===== config.mk =====
export PLATFORM = sky130hd
export DESIGN_NAME = gcd_processor_flat
export DESIGN_NICKNAME = d
export VERILOG_FILES = /design/src/rtl/gcd_processor_pkg.sv /design/src/rtl/gcd_processor_if.sv /design/src/rtl/gcd_ram.sv /design/src/rtl/gcd_processor.sv /design/src/flat_wrapper.sv
export SDC_FILE = /design/constraint.sdc
export NUM_CORES = 1
export LEC_CHECK = 0
export CELL_PAD_IN_SITES_DETAIL_PLACEMENT = 1
export CELL_PAD_IN_SITES_GLOBAL_PLACEMENT = 1
export CORE_MARGIN = 3
export CORE_UTILIZATION = 45
export DETAILED_ROUTE_END_ITERATION = 7
export GPL_ROUTABILITY_DRIVEN = 0
export GPL_TIMING_DRIVEN = 0
export PLACE_DENSITY = 0.81
export RECOVER_POWER = 50
export SYNTH_ARGS = -nofsm -noshare
export SYNTH_HDL_FRONTEND = slang
export SYNTH_SLANG_ARGS = --single-unit
export TNS_END_PERCENT = 100

===== constraint.sdc =====
create_clock -name clk -period 9.15 [get_ports clk]
set_input_delay 1.83 -clock clk [delete_from_list [all_inputs] [get_ports clk]]
set_output_delay 1.83 -clock clk [all_outputs]
set_load 0.01 [all_outputs]

===== src/rtl/gcd_processor_pkg.sv =====
// Shared definitions for the GCD accumulator processor: widths, opcodes,
// FSM state encodings and the built-in program image.
package gcd_processor_pkg;

  localparam int DEF_DATA_W = 8;
  localparam int DEF_ADDR_W = 5;
  localparam int MEM_DEPTH  = 32;

  typedef enum logic [2:0] {
    OP_LOAD  = 3'b000,
    OP_STORE = 3'b001,
    OP_ADD   = 3'b010,
    OP_SUB   = 3'b011,
    OP_IN    = 3'b100,
    OP_JZ    = 3'b101,
    OP_JPOS  = 3'b110,
    OP_HALT  = 3'b111
  } opcode_t;

  // Execute states are 8 + opcode, so decode is a single concatenation.
  typedef enum logic [3:0] {
    S_START  = 4'd0,
    S_FETCH  = 4'd1,
    S_DECODE = 4'd2,
    S_LOAD   = 4'd8,
    S_STORE  = 4'd9,
    S_ADD    = 4'd10,
    S_SUB    = 4'd11,
    S_IN     = 4'd12,
    S_JZ     = 4'd13,
    S_JPOS   = 4'd14,
    S_HALT   = 4'd15
  } state_t;

  // GCD by repeated subtraction; X lives at word 30, Y at word 31.
  localparam logic [DEF_DATA_W-1:0] PROG_IMAGE [MEM_DEPTH] = '{
    8'h80,  //  0 IN
    8'h3E,  //  1 STORE 30
    8'h80,  //  2 IN
    8'h3F,  //  3 STORE 31
    8'h1E,  //  4 LOAD 30
    8'h7F,  //  5 SUB 31
    8'hAE,  //  6 JZ 14
    8'hCC,  //  7 JPOS 12
    8'h1F,  //  8 LOAD 31
    8'h7E,  //  9 SUB 30
    8'h3F,  // 10 STORE 31
    8'hC4,  // 11 JPOS 4
    8'h3E,  // 12 STORE 30
    8'hC4,  // 13 JPOS 4
    8'h1E,  // 14 LOAD 30
    8'hE0,  // 15 HALT
    8'h00, 8'h00, 8'h00, 8'h00, 8'h00, 8'h00, 8'h00, 8'h00,
    8'h00, 8'h00, 8'h00, 8'h00, 8'h00, 8'h00, 8'h00, 8'h00
  };

  function automatic state_t execState(input opcode_t op);
    return state_t'({1'b1, op});
  endfunction

endpackage


===== src/rtl/gcd_processor_if.sv =====
// Operand handshake and result bus between the GCD processor and its host.
interface gcd_processor_if
  import gcd_processor_pkg::*;
#(
  parameter int DATA_W = DEF_DATA_W
);
  logic              enter;
  logic [DATA_W-1:0] in;
  logic [DATA_W-1:0] out;
  logic              halt;

  modport master (output enter, output in, input out, input halt);
  modport slave  (input enter, input in, output out, output halt);
endinterface


===== src/rtl/gcd_ram.sv =====
// 32x8 unified instruction/data RAM: asynchronous read, synchronous write,
// synchronous reload of the program image on init.
module gcd_ram
  import gcd_processor_pkg::*;
#(
  parameter int DATA_W = DEF_DATA_W,
  parameter int ADDR_W = DEF_ADDR_W
)(
  input  logic              clk,
  input  logic              init,
  input  logic              we,
  input  logic [ADDR_W-1:0] addr,
  input  logic [DATA_W-1:0] wdata,
  output logic [DATA_W-1:0] rdata
);

  localparam int DEPTH = 2 ** ADDR_W;

  logic [DATA_W-1:0] mem [DEPTH];

  // NOTE: the array has no reset term; init is the only way to restore the
  // image, which keeps the storage mappable onto distributed RAM.
  always_ff @(posedge clk) begin
    if (init) begin
      for (int i = 0; i < DEPTH; i++) begin
        mem[i] <= PROG_IMAGE[i];
      end
    end else if (we) begin
      mem[addr] <= wdata;
    end
  end

  assign rdata = mem[addr];

endmodule


===== src/rtl/gcd_processor.sv =====
// 8-bit accumulator processor running the built-in GCD program; FSM and
// datapath live here, storage is in gcd_ram.
module gcd_processor
  import gcd_processor_pkg::*;
#(
  parameter int DATA_W = DEF_DATA_W,
  parameter int ADDR_W = DEF_ADDR_W
)(
  input  logic              clk,
  input  logic              reset,
  input  logic              init,
  gcd_processor_if.slave    bus,
  output logic [ADDR_W-1:0] IR40,
  output logic [ADDR_W-1:0] MeminstOut,
  output logic [DATA_W-1:0] regAOut,
  output logic [DATA_W-1:0] RAMout,
  output logic [3:0]        DisplayState,
  output logic [2:0]        IR75
);

  logic [ADDR_W-1:0] pc;
  logic [DATA_W-1:0] ir;
  logic [DATA_W-1:0] a;
  state_t            state;

  logic [ADDR_W-1:0] irAddr;
  logic              ramWe;

  assign irAddr     = ir[ADDR_W-1:0];
  assign MeminstOut = (state == S_FETCH) ? pc : irAddr;
  assign ramWe      = (state == S_STORE);

  gcd_ram #(
    .DATA_W (DATA_W),
    .ADDR_W (ADDR_W)
  ) u_ram (
    .clk   (clk),
    .init  (init),
    .we    (ramWe),
    .addr  (MeminstOut),
    .wdata (a),
    .rdata (RAMout)
  );

  // NOTE: all state updates use non-blocking assignments so every register
  // samples pre-edge values, independent of statement order.
  always_ff @(posedge clk) begin
    if (reset) begin
      pc    <= '0;
      ir    <= '0;
      a     <= '0;
      state <= S_START;
    end else begin
      case (state)
        S_START:  state <= S_FETCH;
        S_FETCH: begin
          ir    <= RAMout;
          pc    <= pc + 1'b1;
          state <= S_DECODE;
        end
        S_DECODE: state <= execState(opcode_t'(ir[DATA_W-1 -: 3]));
        S_LOAD: begin
          a     <= RAMout;
          state <= S_START;
        end
        S_STORE:  state <= S_START;
        S_ADD: begin
          a     <= a + RAMout;
          state <= S_START;
        end
        S_SUB: begin
          a     <= a - RAMout;
          state <= S_START;
        end
        S_IN: begin
          if (bus.enter) begin
            a     <= bus.in;
            state <= S_START;
          end
        end
        S_JZ: begin
          if (a == '0) pc <= irAddr;
          state <= S_START;
        end
        S_JPOS: begin
          // Strictly positive in two's complement: sign clear and non-zero.
          if (!a[DATA_W-1] && (a != '0)) pc <= irAddr;
          state <= S_START;
        end
        S_HALT:   state <= S_HALT;
        default:  state <= S_START;
      endcase
    end
  end

  assign bus.out      = a;
  assign bus.halt     = (state == S_HALT);
  assign regAOut      = a;
  assign IR40         = irAddr;
  assign IR75         = ir[DATA_W-1 -: 3];
  assign DisplayState = state;

endmodule


===== src/flat_wrapper.sv =====
// flat-port wrapper written by rule: the top's interface ports become plain ports
module gcd_processor_flat import gcd_processor_pkg::*;
#(
  parameter int DATA_W = DEF_DATA_W,
  parameter int ADDR_W = DEF_ADDR_W
)
  (clk, reset, init, IR40, MeminstOut, regAOut, RAMout, DisplayState, IR75, bus_enter, bus_in, bus_out, bus_halt);
  gcd_processor_if #(.DATA_W(DATA_W)) bus_i ();
  input  logic clk;
  input  logic reset;
  input  logic init;
  output logic [ADDR_W-1:0] IR40;
  output logic [ADDR_W-1:0] MeminstOut;
  output logic [DATA_W-1:0] regAOut;
  output logic [DATA_W-1:0] RAMout;
  output logic [3:0] DisplayState;
  output logic [2:0] IR75;
  input wire logic [$bits(bus_i.enter)-1:0] bus_enter;
  input wire logic [$bits(bus_i.in)-1:0] bus_in;
  output wire logic [$bits(bus_i.out)-1:0] bus_out;
  output wire logic [$bits(bus_i.halt)-1:0] bus_halt;
  assign bus_i.enter = bus_enter;
  assign bus_i.in = bus_in;
  assign bus_out = bus_i.out;
  assign bus_halt = bus_i.halt;
  gcd_processor #(.DATA_W(DATA_W), .ADDR_W(ADDR_W)) u_core (.clk(clk), .reset(reset), .init(init), .bus(bus_i), .IR40(IR40), .MeminstOut(MeminstOut), .regAOut(regAOut), .RAMout(RAMout), .DisplayState(DisplayState), .IR75(IR75));
endmodule

==> flow_summary.yaml <==
clocking:
  cts.repair.resized: 0
  worst_skew_pair.late_latency_ns: 0.59
  postCtsHoldBufs: 0
  cts_buffer_depth: 3
  clock_sinks: 281
  clk_pin_slew_ns: 0.06
  h-tree-depth: 1
  root_buffer: "clkbuf_16"
  cts_tree: "done"
  cts_buffers: 31
  post_cts_buffers: 0
setup_path:
  endpoint_kind: "output pin"
  start_kind: "flop"
  worst_ep_arrival_time_ns: 6.46
  path_class: "reg2out"
  r2r_start: "u_core.DisplayState[2]"
  reg2reg_slack_ns: 1.47
  required_ns: 7.32
  critPathMaxFanout: 10
  rr_worst_depth: 22
  reg2reg_to: "u_core.bus.out[7]"
global_routing:
  grt_pass1_wl_mm: 80.1
  grt_use_met2_pct: 50.6
  grt_use_total_pct: 33.1
  met1_usage_pct: 43.4
  grt_remaining_overflow: 0
  top_usage_layer: "met2"
  gr-usage-met3_pct: 8.07
  antenna_found_initial: 1
  grt_max_degree: 17
  grt_pass1_vias: 11800
cells_and_area:
  layout-drive-gt1-share_pct: 9.07
  nets: 1366
  area_growth_pct: 13.6
  layout_commonest_cell: "edfxtp_1"
  n_antenna_cell: 0
  finish.utilization_pct: 52.7
  layout_common_cells: "edfxtp_1, nand2_1, clkbuf_1"
route:
  post-route-drc-count: 4
  routed_wirelength_mm: 56.0
  postRouteAntennaNets: 0
  detailedRoute.firstIterationViolations: 1959
  routedWlPerCell_microns: 31.9
  firstDrtPassIters: 8
  viasPerCell: 6.70
  num_vias: 11800
outcome:
  outcome: "finished with violations"
  violations: "design-rule violations"
worst_hold_path:
  hp-class: "reg2reg"
  whs_endpoint: "u_core.ir[5]"
  hold_depth: 2
  min_from: "u_core.ir[5]"
synthesis:
  ys_types: 66
  synthFlopType: "edfxtp_1"
  synth_edf_count: 256
  syn_area_sq_um: 14000
  avgSynthCellArea_sq_um: 11.1
  synth_nets: 1281
  synth.yosys.warnings: 0
  seq_area_frac_synth_pct: 58.4
  yosys_register_bits: 281
  async_flop_share_pct: 0
  synth_cells: 1260
floorplan:
  start_util_pct: 46.4
  die_h_microns: 182
  die_area_sq_um: 33300
  fp.coreArea_sq_um: 30200
  ioPinCount: 54
  fp.dieW_microns: 182
  rows: 63
sta:
  slew_headroom_pct: 10.7
  fmax_ghz: 0.121
  maxSlewViolCount: 0
  rsz0062_at_grt: "no"
  tightest_slew_ns: 1.30
  finalSetupTns_ns: 0
  finalHoldViolCount: 0
  period_share_pct: 90.6
  setup_viol: 0
  setup_ws_ns: 0.859
  fin_skew_ns: 0.0137
  fin_crit_ns: 8.29
place:
  post-dp-hpwl_mm: 39.3
  io_buffers: 52
  pre_cts_slack_ns: 2.61
pwr:
  leakagePower_nw: 5.56
  power_density_nw_per_um2: 239
  vdd_drop_max_mv: 0.161
job:
  maxCapViolations: 0
## through the flow
stage	hold WS [ns]	cell area, sq um	total power, mW	instances
finish	0.483	15900	3.81	1757
floorplan	0.490	14000	2.13	1260
CTS	0.491	15900	3.76	1757
global placement	0.473	15000	2.58	1702
detailed placement	0.482	15000	2.60	1702
global route	0.512	15900	3.89	1757
## power breakdown
part / switching, mW / internal (mW)
logic: 0.796 / 0.362
registers: 0.0304 / 1.44
clock network: 0.529 / 0.650
## sequential cells by signal, indices dropped and copies added, names as in the netlist
name	flops
u_core.u_ram.mem	256
u_core.pc	5
u_core.ir	8
u_core.bus.out	8
u_core.DisplayState	4
## worst max-delay path, cell delays in order (launching register included)
cell             delay (ns)
dfxtp_1                0.32
clkbuf_1               0.32
or4b_1                 0.17
clkbuf_1               0.50
mux2i_1                1.12
buf_4                  0.45
clkbuf_1               0.85
mux2i_1                0.47
o22ai_1                0.18
o21ai_0                0.32
o211ai_1               0.51
clkdlybuf4s50_1        0.65
## cells by family (layout without fill, tap and decap cells)
logic type,count (synthesis),count (layout),share of synthesized area [%]
AOI/OAI and AO/OA,154,154,7.74
and+or+nand+nor,585,585,21.6
buffers and inverters,132,239,4.12
xor gates and xnor gates,14,14,0.875
adders and majority gates,9,9,0.857
muxes,85,85,6.37
DFF,281,281,58.4
## routing by layer
metal,wire (microns),share of wire (%)
met3,7070,13
met2,24500,44
met4,4150,7.4
met5,56,0.10
met1,20200,36
## cell usage after synthesis, drive strengths merged (16+ instances only)
master | number | area, sq um
clkbuf | 86 | 323
nor3 | 87 | 435
buf | 36 | 218
or3 | 25 | 156
mux2i | 81 | 836
o22ai | 16 | 100
or2 | 45 | 282
and3 | 55 | 344
o21ai | 22 | 110
nand2 | 165 | 619
a21oi | 37 | 189
nor2 | 59 | 221
dfxtp | 25 | 500
edfxtp | 256 | 7690
and2 | 60 | 375
nand3 | 43 | 215
## layout make-up
cell class	instances	area, sq um
clock inverter	13	98.8
timing repair buffer	52	520
inverter	10	37.5
buffer	122	531
multi-input combinational	847	5240
fill	3229	14300
sequential	281	8190
clock buffer	42	817
tap	390	488
## worst max-delay path by stage
stage,startpoint,end,cells after the start
6_report,u_core.DisplayState[2],RAMout[3],11
3_3_place_gp,u_core.DisplayState[2],RAMout[6],9
3_5_place_dp,u_core.DisplayState[2],RAMout[6],9
4_1_cts,u_core.DisplayState[2],RAMout[6],9
2_1_floorplan,u_core.DisplayState[3],u_core.bus.out[7],22
5_1_grt,u_core.DisplayState[2],RAMout[3],11
Note: power is estimated with default switching activity, not from simulation.
